==> src/rtl/traffic_light.sv <==
// traffic_light: two-street intersection controller.
//
// Street A and street B alternate right-of-way. Each green phase is timed by a
// two-digit BCD countdown. At expiry the phase changes only if the other street
// has a waiting vehicle; otherwise the current green is reloaded. A single
// priority request (A or B alone) forces the requested street green. If both
// requests are active, they are ignored.
//
// Parameters:
//   A_GREEN      BCD green time of street A in ticks (01..99)
//   B_GREEN      BCD green time of street B in ticks (01..99)
//   TICK_CYCLES  clock cycles per countdown tick (>= 1)
//   ALL_RED      BCD all-red clearance time (only with TRAFFIC_LIGHT_ALL_RED_EN)
//
// Ports:
//   Clk                  clock, rising edge
//   R                    asynchronous active-low reset
//   TA, TB               vehicle present on street A / B
//   A, B                 priority request for street A / B
//   A_Time_H, A_Time_L   street A display, BCD tens / units ([0] = MSB)
//   B_Time_H, B_Time_L   street B display, BCD tens / units ([0] = MSB)
//   A_light, B_light     1 = green, 0 = red
//
// Optional feature macro: TRAFFIC_LIGHT_ALL_RED_EN
//   When defined, every phase switch passes through an all-red clearance
//   phase. The clearance phase lasts ALL_RED ticks.

module traffic_light #(
    parameter logic [7:0]  A_GREEN     = 8'h20,
    parameter logic [7:0]  B_GREEN     = 8'h15,
`ifdef TRAFFIC_LIGHT_ALL_RED_EN
    parameter logic [7:0]  ALL_RED     = 8'h02,
`endif
    parameter int unsigned TICK_CYCLES = 1
) (
    input  logic       Clk,
    input  logic       R,
    input  logic       TA,
    input  logic       TB,
    input  logic       A,
    input  logic       B,
    output logic [0:3] A_Time_L,
    output logic [0:3] A_Time_H,
    output logic [0:3] B_Time_L,
    output logic [0:3] B_Time_H,
    output logic       A_light,
    output logic       B_light
);

`ifdef TRAFFIC_LIGHT_ALL_RED_EN
    typedef enum logic [1:0] {PhA, PhB, PhClr} phase_e;
`else
    typedef enum logic [1:0] {PhA, PhB} phase_e;
`endif

    // Keep at least one prescaler bit so that TICK_CYCLES == 1 stays legal.
    localparam int unsigned PW = (TICK_CYCLES > 1) ? $clog2(TICK_CYCLES) : 1;
    localparam logic [PW-1:0] TickLast = PW'(TICK_CYCLES - 1);

    phase_e        state_q, state_d;
    logic [7:0]    count_q, count_d;
    logic [PW-1:0] presc_q, presc_d;
    logic          a_light_q, a_light_d;
    logic          b_light_q, b_light_d;
    logic          tick;
    logic          pri_a, pri_b;
    logic          count_last;
    logic          go_a, go_b;
`ifdef TRAFFIC_LIGHT_ALL_RED_EN
    phase_e        target_q, target_d;
`endif

    // BCD decrement. The caller guarantees that the input is never 00.
    function automatic logic [7:0] bcd_dec(input logic [7:0] v);
        logic [7:0] r;
        if (v[3:0] == 4'd0) begin
            r = {v[7:4] - 4'd1, 4'd9};
        end else begin
            r = {v[7:4], v[3:0] - 4'd1};
        end
        return r;
    endfunction

    assign tick       = (presc_q == TickLast);
    assign pri_a      = A & ~B;
    assign pri_b      = B & ~A;
    assign count_last = (count_q == 8'h01);

    always_comb begin
        state_d = state_q;
        count_d = count_q;
        presc_d = tick ? '0 : presc_q + 1'b1;
        go_a    = 1'b0;
        go_b    = 1'b0;
`ifdef TRAFFIC_LIGHT_ALL_RED_EN
        target_d = target_q;
`endif

        case (state_q)
            PhA: begin
                if (pri_b) begin
                    go_b    = 1'b1;
                    presc_d = '0;
                end else if (pri_a) begin
                    // Street A already has green, so hold the count.
                    count_d = count_q;
                end else if (tick) begin
                    if (count_last) begin
                        if (TB) begin
                            go_b = 1'b1;
                        end else begin
                            count_d = A_GREEN;
                        end
                    end else begin
                        count_d = bcd_dec(count_q);
                    end
                end
            end
            PhB: begin
                if (pri_a) begin
                    go_a    = 1'b1;
                    presc_d = '0;
                end else if (pri_b) begin
                    count_d = count_q;
                end else if (tick) begin
                    if (count_last) begin
                        if (TA) begin
                            go_a = 1'b1;
                        end else begin
                            count_d = B_GREEN;
                        end
                    end else begin
                        count_d = bcd_dec(count_q);
                    end
                end
            end
`ifdef TRAFFIC_LIGHT_ALL_RED_EN
            PhClr: begin
                // During clearance, priority only chooses the phase entered next.
                if (pri_a) begin
                    target_d = PhA;
                end else if (pri_b) begin
                    target_d = PhB;
                end
                if (tick) begin
                    if (count_last) begin
                        state_d = target_d;
                        count_d = (target_d == PhA) ? A_GREEN : B_GREEN;
                    end else begin
                        count_d = bcd_dec(count_q);
                    end
                end
            end
`endif
            default: begin
                state_d = PhA;
                count_d = A_GREEN;
            end
        endcase

`ifdef TRAFFIC_LIGHT_ALL_RED_EN
        if (go_a) begin
            state_d  = PhClr;
            target_d = PhA;
            count_d  = ALL_RED;
        end else if (go_b) begin
            state_d  = PhClr;
            target_d = PhB;
            count_d  = ALL_RED;
        end
`else
        if (go_a) begin
            state_d = PhA;
            count_d = A_GREEN;
        end else if (go_b) begin
            state_d = PhB;
            count_d = B_GREEN;
        end
`endif

        // Lights follow the next state so that they change on the switching edge.
        a_light_d = (state_d == PhA);
        b_light_d = (state_d == PhB);
    end

    always_ff @(posedge Clk or negedge R) begin
        if (!R) begin
            state_q   <= PhA;
            count_q   <= A_GREEN;
            presc_q   <= '0;
            a_light_q <= 1'b1;
            b_light_q <= 1'b0;
        end else begin
            state_q   <= state_d;
            count_q   <= count_d;
            presc_q   <= presc_d;
            a_light_q <= a_light_d;
            b_light_q <= b_light_d;
        end
    end

`ifdef TRAFFIC_LIGHT_ALL_RED_EN
    always_ff @(posedge Clk or negedge R) begin
        if (!R) begin
            target_q <= PhA;
        end else begin
            target_q <= target_d;
        end
    end
`endif

    // Both displays show the registered count directly.
    assign A_Time_H = count_q[7:4];
    assign A_Time_L = count_q[3:0];
    assign B_Time_H = count_q[7:4];
    assign B_Time_L = count_q[3:0];
    assign A_light  = a_light_q;
    assign B_light  = b_light_q;

    always_ff @(posedge Clk) begin
        assert (!(a_light_q && b_light_q));
    end

endmodule

==> config.mk <==
export PLATFORM = sky130hd
export DESIGN_NAME = traffic_light
export DESIGN_NICKNAME = d
export VERILOG_FILES = /design/src/rtl/traffic_light.sv
export SDC_FILE = /design/constraint.sdc
export NUM_CORES = 1
export LEC_CHECK = 0
export CAP_MARGIN = 20
export CELL_PAD_IN_SITES_DETAIL_PLACEMENT = 0
export CELL_PAD_IN_SITES_GLOBAL_PLACEMENT = 1
export CORE_MARGIN = 3
export CORE_UTILIZATION = 35
export CTS_CLUSTER_SIZE = 14
export DETAILED_ROUTE_END_ITERATION = 10
export PLACE_DENSITY = 0.82
export SYNTH_ARGS = -nofsm -noshare
export SYNTH_HDL_FRONTEND = slang
export SYNTH_SLANG_ARGS = --single-unit
==> constraint.sdc <==
create_clock -name Clk -period 2.3 [get_ports Clk]
set_input_delay 0.46 -clock Clk [delete_from_list [all_inputs] [get_ports Clk]]
set_output_delay 0.46 -clock Clk [all_outputs]
set_load 0.01 [all_outputs]
==> summary.md <==
| Metric | Value |
|---|---|
| Status | `completed` |
| Post-synth EDFFs | `0` |
| Final Slew Violations | `0` |
| # diodes | `0` |
| LEAKAGE | `about 0.43 nW` |
| Post-route setup slack | `about 0.36 ns` |
| Initial Utilization | `0.383` |
| Clock sink total | `12` |
| Layer with the highest usage | `met2` |
| WS Path Type | `reg2reg` |
| Family with the most delay on the worst path | `simple AND/OR/NAND/NOR gates` |
| Post-synth ARST share | `1.00` |
| Worst-Margin Slew | `roughly 0.56 ns` |
| Origin of the worst setup path | `count_q[5]` |
| Gates resized, CTS repair | `0` |
| CP Capture Type | `register` |
| CP Buf/Inv Count | `1` |
| Setup crit end | `count_q[1]` |
| GR met2 Demand/Resource | `0.194` |
| # rows | `17` |
| DIE HEIGHT | `roughly 56 um` |
| Post-synth top area share | `0.282` |
| RSZ-0062 raised after global routing | `no` |
| WP data required | `between 2 and 2.5 ns` |
| GR Layer Usage met1 | `0.178` |
| GR Layer Usage met3 | `0.0345` |
| Largest net degree at the start of global routing | `13` |
| Min-delay worst type | `reg2reg` |
| Arrival time at the worst endpoint | `2.13 ns` |
| IO Pins | `24` |
| Slew margin rel. | `0.622` |
| Top cells by area, synth | `dfrtp_1 28%, buf_4 6.8%, dfstp_2 5.9%, o21ai_0 3.4%, nand2_1 3.0%` |
| Hpwl dp | `around 1500 um` |
| Number of library cell types mapped by synthesis | `between 40 and 50` |
| Syn nets | `109` |
| R2R Path End | `count_q[1]` |
| Grt ovf | `0` |
| Port buffer count | `23` |
| Sequential fraction of the synthesis area | `0.341` |
| Crit path max-delay cell type | `dfstp_2` |
| Share of cells above drive strength 1 | `0.113` |
| Skew final | `0.00189 ns` |
| Worst-path clk slew | `0.07 ns` |
| Mapped Area | `roughly 890 um^2` |
| Synth Area in Compound Gates | `0.225` |
| Post-route ant nets | `0` |
| CTS H-tree depth | `1` |
| Via-to-Cell Ratio | `between 5 and 6` |
| Die Area | `3180 um^2` |
| F_max | `between 0.5 and 0.6 GHz` |
| Global-route wire length before repair | `3370 um` |
| Critical Path Stages | `7` |
| Critical path launch point type | `register` |
| P per Cell Area | `roughly 800 nW/um^2` |
| Fin crit share | `0.844` |
| Number of buffers created by CTS | `3` |
| Synth-to-Final Area Change | `22.7%` |
| Total Routing Usage GR | `0.137` |
| Simple-Gate Fraction of Synth Area | `0.280` |
| Util after Layout | `0.470` |
| Commonest non-fill, non-tap cell in the layout | `clkdlybuf4s50_1` |
| DP Worst Slack | `around 0.15 ns` |
| Post-Synth XOR/XNOR Area | `0` |
| Crit Path Max Fanout | `6` |
| Setup TNS | `0 ns` |
| TritonCTS clock tree | `built` |
| DR WL/cell | `14.0 um` |
| Post-Synth Adder-Cell Area | `0.0282` |
| Worst skew pair latency | `~0.27 ns` |
| GPL Wtd Cong | `0.834` |
| Maxcap violations | `0` |
| Cell Chain, Critical Path | `inv_1 -> ha_1 -> and4bb_4 -> nand2_2 -> nand3_2 -> or4b_1 -> o211ai_1` |
| Root Driver | `clkbuf_4` |
| Vias in the first global route | `~740` |
| # DRC | `0` |
| Synth area leader | `dfrtp_1` |
| DIE WIDTH | `~56 um` |
| Pwr Total | `slightly below 900 uW` |
| Total iterations of the first detailed-routing run | `4` |
| VDD IR max | `around 0.39 mV` |
| R2r setup slk | `approximately 0.36 ns` |
| Nets | `125` |
| Clock Tree Buf Depth | `2` |
| Fin crit period | `1.94 ns` |
| Worst r2r src | `count_q[5]` |
| Seq cells post-synth | `12` |
| Final wirelength | `roughly 2000 um` |
| Largest family of logic cells by synthesized area | `simple AND/OR/NAND/NOR gates` |
| Final setup fails | `0` |
| Hold Fails Final Rpt | `0` |
| Warnings from Yosys | `0` |
| Post-synthesis mux area share | `0.0113` |
| Crit path largest cell delay | `between 0.5 and 0.6 ns` |
| R2R depth | `7` |
| Commonest cells after routing, fill and taps aside | `23 x clkdlybuf4s50_1, 10 x dfrtp_1, 7 x nor2_1, 7 x nand2_1, 6 x o21ai_0` |
| Initial antenna violation count | `0` |
| Mean Syn Cell Area | `approximately 8.8 um^2` |
| Post-CTS setup buffers | `0` |
| Area of the core | `~2300 um^2` |
| Count of hold-fix buffers inserted at cts | `0` |
| Via count | `~800` |
| Ys flop type | `dfrtp_1` |
| Mapped Cells | `about 100` |
| DRT iter0 DRCs | `21` |
final cells by class:
class / count / area, um^2
timing repair buffer: 23 / 230
tap: 28 / 35.0
sequential: 12 / 303
multi-input combinational: 74 / 488
fill: 229 / 1230
inverter: 3 / 11.3
clock buffer: 3 / 22.5
cell families after synthesis:
logic type | Yosys count
simple gates | 39
compound gates | 31
flops | 12
other cells | 1
buf+inv | 15
mux | 1
fa+ha+maj | 2
where the power goes:
part / internal, mW / switching, mW
clock: 0.0606 / 0.0690
sequential: 0.254 / 0.0817
combinational: 0.221 / 0.180
total: 0.536 / 0.331
flip-flops by register name (all words and copies together), names as in the netlist:
signal / count
state_q: 2
count_q: 8
A_light: 1
B_light: 1
worst min path at each step:
stage	startpoint	endpoint	slack (ns)	cells after the start
after detailed placement	count_q[5]	count_q[5]	0.53	2
final	count_q[5]	count_q[5]	0.54	2
after global routing	count_q[5]	count_q[5]	0.57	2
after CTS	count_q[5]	count_q[5]	0.55	2
after global placement	count_q[5]	count_q[5]	0.53	2
after floorplan	R	B_light	0.16	0
per-stage QoR:
step           hold WS (ns)  instances  area (um^2)
2_1_floorplan         0.164        101          888
3_3_place_gp          0.529        140         1070
3_5_place_dp          0.534        140         1070
4_1_cts               0.545        143         1090
5_1_grt               0.568        143         1090
6_report              0.541        143         1090
Yosys cell counts (2+ instances only):
master    number
a21oi_1        5
a21oi_2        2
a31oi_1        3
buf_2          2
buf_4          8
dfrtp_1       10
dfstp_2        2
ha_1           2
inv_1          3
nand2_1        7
nand2b_1       4
nor2_1         7
nor2b_1        2
nor3_1         2
nor4_1         2
o211ai_1       2
o21ai_0        6
o21ai_1        3
routing by layer:
metal / vias to the layer above / routed length (um)
li1: 390 / -
met1: 366 / 942
met2: 26 / 857
met3: 6 / 125
met4: 0 / 70
met5: - / 0
tightest hold or removal path, stage by stage (launching register included):
cell and delay (ns):
dfstp_2 0.40, nor2_1 0.10, a31oi_1 0.05
Note: power is estimated with default switching activity, not from simulation.
